**src/rtl/tx_fifo_arbiter.sv**
```systemverilog
// Round-robin arbiter that lends the write side of one byte FIFO to NUM_REQ packet sources.
// Optional header byte per packet when TX_ARB_HEADER_EN is defined.
module tx_fifo_arbiter #(
  parameter int NUM_REQ = 2,
  parameter int WIDTH   = 8,
  parameter int LEN_BIT = 4
) (
  input  logic                       CLK,
  input  logic                       RST_N,
  input  logic [NUM_REQ-1:0]         req,
  input  logic [NUM_REQ*LEN_BIT-1:0] req_len,
  input  logic [NUM_REQ*WIDTH-1:0]   req_data,
  output logic [NUM_REQ-1:0]         grant,
  output logic [NUM_REQ-1:0]         data_ack,
  output logic                       busy,
  output logic                       fifo_write_flag,
  output logic [WIDTH-1:0]           fifo_write_data,
  input  logic                       fifo_full
);

  localparam int IDX_W = (NUM_REQ > 2) ? 2 : 1;

  typedef enum logic [1:0] {
    S_IDLE   = 2'd0,
`ifdef TX_ARB_HEADER_EN
    S_HEADER = 2'd1,
`endif
    S_SEND   = 2'd2
  } state_t;

  state_t               state_q;
  logic [NUM_REQ-1:0]   grant_q;
  logic [IDX_W-1:0]     idx_q;
  logic [IDX_W-1:0]     rr_ptr_q;
  logic [IDX_W-1:0]     rr_ptr_d;
  logic [LEN_BIT-1:0]   count_q;
  logic                 busy_q;

  logic                 pick_vld;
  logic [IDX_W-1:0]     pick_idx;
  int                   scan;
  logic                 payload_phase;
  logic                 hdr_phase;
  logic                 wr_en;
  logic [WIDTH-1:0]     hdr_byte;

  // Scan from the highest offset down so the entry nearest rr_ptr wins.
  always_comb begin
    pick_vld = 1'b0;
    pick_idx = '0;
    scan     = 0;
    for (int k = NUM_REQ - 1; k >= 0; k--) begin
      scan = int'(rr_ptr_q) + k;
      if (scan >= NUM_REQ) scan = scan - NUM_REQ;
      if (req[scan]) begin
        pick_vld = 1'b1;
        pick_idx = IDX_W'(scan);
      end
    end
  end

  assign rr_ptr_d = (int'(idx_q) == NUM_REQ - 1) ? '0 : idx_q + 1'b1;

  // Write strobe is also gated by reset so an abandoned packet leaks no byte at the FIFO's negedge.
  always_comb begin
    payload_phase = (state_q == S_SEND);
`ifdef TX_ARB_HEADER_EN
    hdr_phase     = (state_q == S_HEADER);
    hdr_byte      = '0;
    hdr_byte[LEN_BIT-1:0]   = count_q;
    hdr_byte[LEN_BIT +: 2]  = 2'(idx_q);
`else
    hdr_phase     = 1'b0;
    hdr_byte      = '0;
`endif
    wr_en = RST_N && !fifo_full && (payload_phase || hdr_phase);
  end

  assign fifo_write_flag = wr_en;
  assign fifo_write_data = hdr_phase ? hdr_byte : req_data[int'(idx_q)*WIDTH +: WIDTH];
  assign data_ack        = (wr_en && payload_phase) ? grant_q : '0;
  assign grant           = grant_q;
  assign busy            = busy_q;

  always_ff @(posedge CLK) begin
    if (!RST_N) begin
      state_q  <= S_IDLE;
      grant_q  <= '0;
      idx_q    <= '0;
      rr_ptr_q <= '0;
      count_q  <= '0;
      busy_q   <= 1'b0;
    end else begin
      case (state_q)
        S_IDLE: begin
          if (pick_vld) begin
            grant_q <= NUM_REQ'(1) << pick_idx;
            idx_q   <= pick_idx;
            count_q <= req_len[int'(pick_idx)*LEN_BIT +: LEN_BIT];
            busy_q  <= 1'b1;
`ifdef TX_ARB_HEADER_EN
            state_q <= S_HEADER;
`else
            state_q <= S_SEND;
`endif
          end
        end
`ifdef TX_ARB_HEADER_EN
        S_HEADER: begin
          if (wr_en) state_q <= S_SEND;
        end
`endif
        S_SEND: begin
          if (wr_en) begin
            if (count_q == '0) begin
              state_q  <= S_IDLE;
              grant_q  <= '0;
              busy_q   <= 1'b0;
              rr_ptr_q <= rr_ptr_d;
            end else begin
              count_q <= count_q - 1'b1;
            end
          end
        end
        default: begin
          state_q <= S_IDLE;
          grant_q <= '0;
          busy_q  <= 1'b0;
        end
      endcase
    end
  end

endmodule

```
**config.mk**
```make
export PLATFORM = sky130hd
export DESIGN_NAME = tx_fifo_arbiter
export DESIGN_NICKNAME = d
export VERILOG_FILES = /design/src/rtl/tx_fifo_arbiter.sv
export SDC_FILE = /design/constraint.sdc
export NUM_CORES = 1
export LEC_CHECK = 0
export CAP_MARGIN = 10
export CORE_MARGIN = 3
export CORE_UTILIZATION = 32
export CTS_BUF_LIST = sky130_fd_sc_hd__clkbuf_2 sky130_fd_sc_hd__clkbuf_4 sky130_fd_sc_hd__clkbuf_8
export CTS_CLUSTER_SIZE = 10
export DETAILED_ROUTE_END_ITERATION = 12
export PLACE_DENSITY = 0.76
export SLEW_MARGIN = 10
export SYNTH_ARGS = -nofsm -noshare
export SYNTH_HDL_FRONTEND = slang
export SYNTH_SLANG_ARGS = --single-unit
export TNS_END_PERCENT = 100
```
**constraint.sdc**
```tcl
create_clock -name CLK -period 1.3 [get_ports CLK]
set_input_delay 0.195 -clock CLK [delete_from_list [all_inputs] [get_ports CLK]]
set_output_delay 0.195 -clock CLK [all_outputs]
set_load 0.01 [all_outputs]
```
======== Word-level counts from Yosys, hierarchy flattened ========
Index checks and enable logic that the tools add are counted.
storage, ports and cells
  register bits ........................... 11
  input bits .............................. 29
  logic and storage cells ................. 62
cells by class
  add/sub/neg operators ................... 5
  magnitude comparators ................... 4
  equality and inequality tests ........... 5
  shifts and indexed selects .............. 3
  multiplexer cells ....................... 28
  reductions and logical operators ........ 11
operators by type and width
  operator                                                                number
  32-bit by 3-bit < comparator with 1-bit output (second input constant)  2
  32-bit two-way mux                                                      2
  16-bit by 5-bit indexed part select with 8-bit output                   1
  1-bit two-way mux                                                       14
  4-bit two-way mux                                                       3
  2-bit two-way mux                                                       5
  2-bit case mux with 2 select lines                                      2
  4-bit case mux with 2 select lines                                      1
  8-bit by 4-bit indexed part select with 4-bit output                    1
  3-bit AND reduction                                                     2
  4-bit logical NOT                                                       1
  2-bit by 1-bit != test with 1-bit output (second input constant)        2
  2-bit != test (second input constant)                                   2
  4-bit AND reduction                                                     1
  4-bit by 1-bit subtractor with 4-bit output (second input constant)     1
  1-bit logical AND                                                       3
  1-bit by 2-bit subtractor with 3-bit output (second input constant)     1
  2-bit by 2-bit subtractor with 3-bit output (second input constant)     1
  1-bit by 1-bit adder with 2-bit output (second input constant)          1
  2-bit equality test (second input constant)                             1
  1-bit by 2-bit >= comparator with 1-bit output (second input constant)  1
  2-bit >= comparator (second input constant)                             1
  2-bit logical NOT                                                       1
  1-bit case mux with 2 select lines                                      1
  other kinds (5)                                                         5

======== Depth between registers and ports, before layout ========
  depth after elaboration ................. 11
  mapped depth ............................ 6
  depth with buffers taken out ............ 6

======== Least setup slack after synthesis ========
OpenSTA, ideal clock, no wires.
  path type ............................... flip-flop to flip-flop
  start point ............................. register count_q[0]
  end point ............................... register grant_q[0], in the netlist grant[0]
  setup time .............................. 115 ps
  data arrival time ....................... 1116 ps
  data required time ...................... 1185 ps
  slack ................................... 69 ps
  cell stages (with the launch flop) ...... 7
  period minus slack after synthesis ...... 1231 ps
  cell sequence ........................... dfxtp_1 inv_1 ha_1 nor3b_4 nand2_1 a31oi_1 nor2_1
on the way
  word-level cells in the longest chain between the ends .. 3
RTL lines
  what                                                line  RTL
  start: declaration                                  36    logic [LEN_BIT-1:0] count_q;
  start signal: assignment                            99    count_q <= req_len[int'(pick_idx)*LEN_BIT +: LEN_BIT];
  start signal: assignment                            121   count_q <= count_q - 1'b1;
  4-bit logical NOT                                   115   if (count_q == '0) begin
  2-bit by 1-bit != test with 1-bit output (no line)  -
  3-bit AND reduction (no line)                       -
  end signal: assignment                              97    grant_q <= NUM_REQ'(1) << pick_idx;
  end: declaration                                    32    logic [NUM_REQ-1:0] grant_q;
Every way passes these cells.
A chain may end at the register's enable or synchronous reset.

======== Worst setup path after layout ========
  start point ............................. register idx_q
  end point ............................... output port fifo_write_data[5]
on the way
  word-level cells in the longest chain between the ends .. 1
RTL lines
  what                                                   line  RTL
  start: declaration                                     33    logic [IDX_W-1:0] idx_q;
  start signal: assignment                               98    idx_q <= pick_idx;
  16-bit by 5-bit indexed part select with 8-bit output  80    assign fifo_write_data = hdr_phase ? hdr_byte : req_data[int'(idx_q)*WIDTH +: WIDTH];
  end: declaration                                       17    output logic [WIDTH-1:0] fifo_write_data,
Every way passes these cells.

==> impl_metrics.ini <==
[sta]
rsz0062_at_grt = yes
tightest_slew_ns = 0.301
holdWs_ns = 0.483
timing.final.crit_share_pct = 110
drv_slew = 0
finalWorstSetupSlack_ns = -0.125
finalSetupTns_ns = -0.847
slew_headroom_pct = 79.9
finalSetupViolations = 11
hold_viol_final = 0
finalCriticalPeriod_ns = 1.43
fin_skew_ns = 0.000215
max_freq_mhz = 702

[die]
initial_utilization_pct = 34.5
die_area_sq_um = 2440
core-area_sq_um = 1750
chipWidth_um = 49.4
rows = 15
io_pins = 43
dieHeight_um = 49.4

[cts]
clockRootBuffer = clkbuf_4
cts_sinks = 9
cts-hold-fix-buffers = 0
clockBufferDepth = 2
htreeDepth = 1
path_clk_slew_ns = 0.07
cts_tree = yes
insertion_delay_ns = 0.27
cts_buffers = 3

[layout]
layout_commonest_cell = clkdlybuf4s50_1
layout-drive-gt1-share_pct = 48.9
instances_no_fill = 158
final_util_pct = 75.8
multi_input_area_sq_um = 440
final_nets = 164
regArea_sq_um = 190
area_growth_pct = 120
num_antenna_cells = 0
fillers = 121
most-common-layout-cells = 26 x clkdlybuf4s50_1, 19 x buf_4, 13 x buf_6, 6 x mux2_4
design_area_sq_um = 1320

[grt]
grt.overflow.total = 0
grt_max_degree = 12
grt_pass1_wl_mm = 3.97
grt_use_total_pct = 21.8
antenna_found_initial = 0
grt_pass1_vias = 805

[placement]
detailed_place_hpwl_mm = 1.70
numPortBuffers = 42
gp_congestion = 0.805
placed_area_sq_um = 1160
dp.cells = 145
preCtsSetupSlack_ns = -0.458

[pwr]
fin_total_pwr_mw = 1.07
total_leakage_power_nw = 0.602
p_per_area_nw_per_um2 = 809
ir_worst_vdd_uv = 730

[routing]
detail_route.wl_per_cell_um = 16.0
wirelength_mm = 2.53
remaining_drc_errors = 0
dr.pass1.iters = 4
drt_iter0_drc = 6
vias = 805
drtAntennaViolNets = 0
via_per_inst = 5.09

[setup_path]
crit_buf_inv = 2
crit_type = register to output port
crit_path_start_kind = register
end_kind = output port
crit_chain = buf_4 > mux2_4 > buf_6
crit_required_ns = 1.11
crit_fanout = 9
path_delay_family = flip-flops
critPathSlowestCell = dfxtp_4
critical_path_arrival_ns = 1.23
crit_path_max_incr_delay_ns = 0.41

[synth]
ys_warn_count = 0
yosysUniqueCellTypes = 26
synth_seq_cells = 9
ys_seq_area_share_pct = 29.9
synth_nets = 96
postSynthAreaPerCell_sq_um = 9.12
syn_area_sq_um = 602
synth_cells = 66

[worst_hold_path]
holdCritPathClass = primary input to register

[outcome]
violations = negative setup slack
status = finished, violations left

[run]
drv_cap = 0
==> metal layers <==
layer,up-vias,GRT usage [%],routed length (um)
li1,381,-,-
met1,386,23.2,979
met2,29,38.6,1340
met3,9,7.95,151
met4,0,8.53,59
met5,-,0,0
==> where the power goes <==
part / internal [mW] / switching, mW / leakage [nW]
registers: 0.303 / 0.0305 / 0.0761
logic: 0.296 / 0.186 / 0.508
clock network: 0.140 / 0.115 / 0.0184
total: 0.739 / 0.332 / 0.602
==> area by class of cell <==
cell class	instances	area share, %
inverters	6	1.89
well taps	25	2.36
repair buffers	65	45.8
clock buffers	4	2.27
multi-input cells	49	33.3
flip-flops and latches	9	14.4
==> worst paths after layout <==
| kind | start | end | slack [ns] | cells after the start |
|---|---|---|---|---|
| max | idx_q$_SDFFE_PN0P_ | fifo_write_data[5] | -0.13 | 3 |
| min | req_len[1] | count_q[1]$_SDFFE_PN0P_ | 0.48 | 3 |
| max reg2reg | count_q[0]$_SDFFE_PN0P_ | grant[0]$_SDFFE_PN0P_ | 0 | 6 |
| min reg2reg | rr_ptr_q$_SDFFE_PN0P_ | rr_ptr_q$_SDFFE_PN0P_ | 0.50 | 2 |
==> sequential cells by signal, summed over array words and instances, names as in the netlist <==
signal and cells:
count_q 4, grant 2, busy 1, idx_q 1, rr_ptr_q 1
==> cells in the mapped netlist <==
cell	n	area share, %
a211oi_1	1	1.2
a21oi_1	4	3.3
and2_1	2	2.1
dfxtp_1	9	30
nor3b_4	1	3.1
o21ai_4	1	2.7
o21bai_1	1	1.2
nand2b_2	1	1.5
nand3_1	1	0.83
nor2_1	1	0.62
buf_2	1	0.83
and2b_1	1	1.2
o21ai_0	5	4.2
xor2_1	2	2.9
buf_4	1	1.2
a31oi_1	5	5.2
a311oi_1	1	1.5
inv_2	1	0.62
mux2_2	8	15
nand2_1	6	3.7
nand3b_4	1	3.3
a32oi_1	4	5.8
nor3_1	1	0.83
ha_1	1	2.1
o311a_2	1	1.9
inv_1	5	3.1
==> kinds of logic (layout without fill, tap and decap cells) <==
| kind of cell | Yosys count | after routing | share of synthesized area [%] |
|---|---|---|---|
| multiplexers | 8 | 8 | 15.0 |
| XOR/XNOR | 2 | 2 | 2.91 |
| AO/OA/AOI/OAI | 23 | 23 | 27.0 |
| buffers and inverters | 8 | 75 | 5.82 |
| flip-flops | 9 | 9 | 29.9 |
| adder cells (fa/ha/maj) | 1 | 1 | 2.08 |
| AND/OR/NAND/NOR | 15 | 15 | 17.3 |
==> worst min-delay path, delay by kind of cell <==
family                 cells  cell delay (ns)
and+or+nand+nor            1             0.05
buffers and inverters      1             0.40
AOI/OAI and AO/OA          1             0.07
==> timing repair <==
action	4_1_cts	5_1_grt
gates resized for setup	69	19
pin swaps	3	8
setup endpoints to repair	19	19
setup buffers	9	2
No activity file was read; power rests on OpenSTA's default activity.
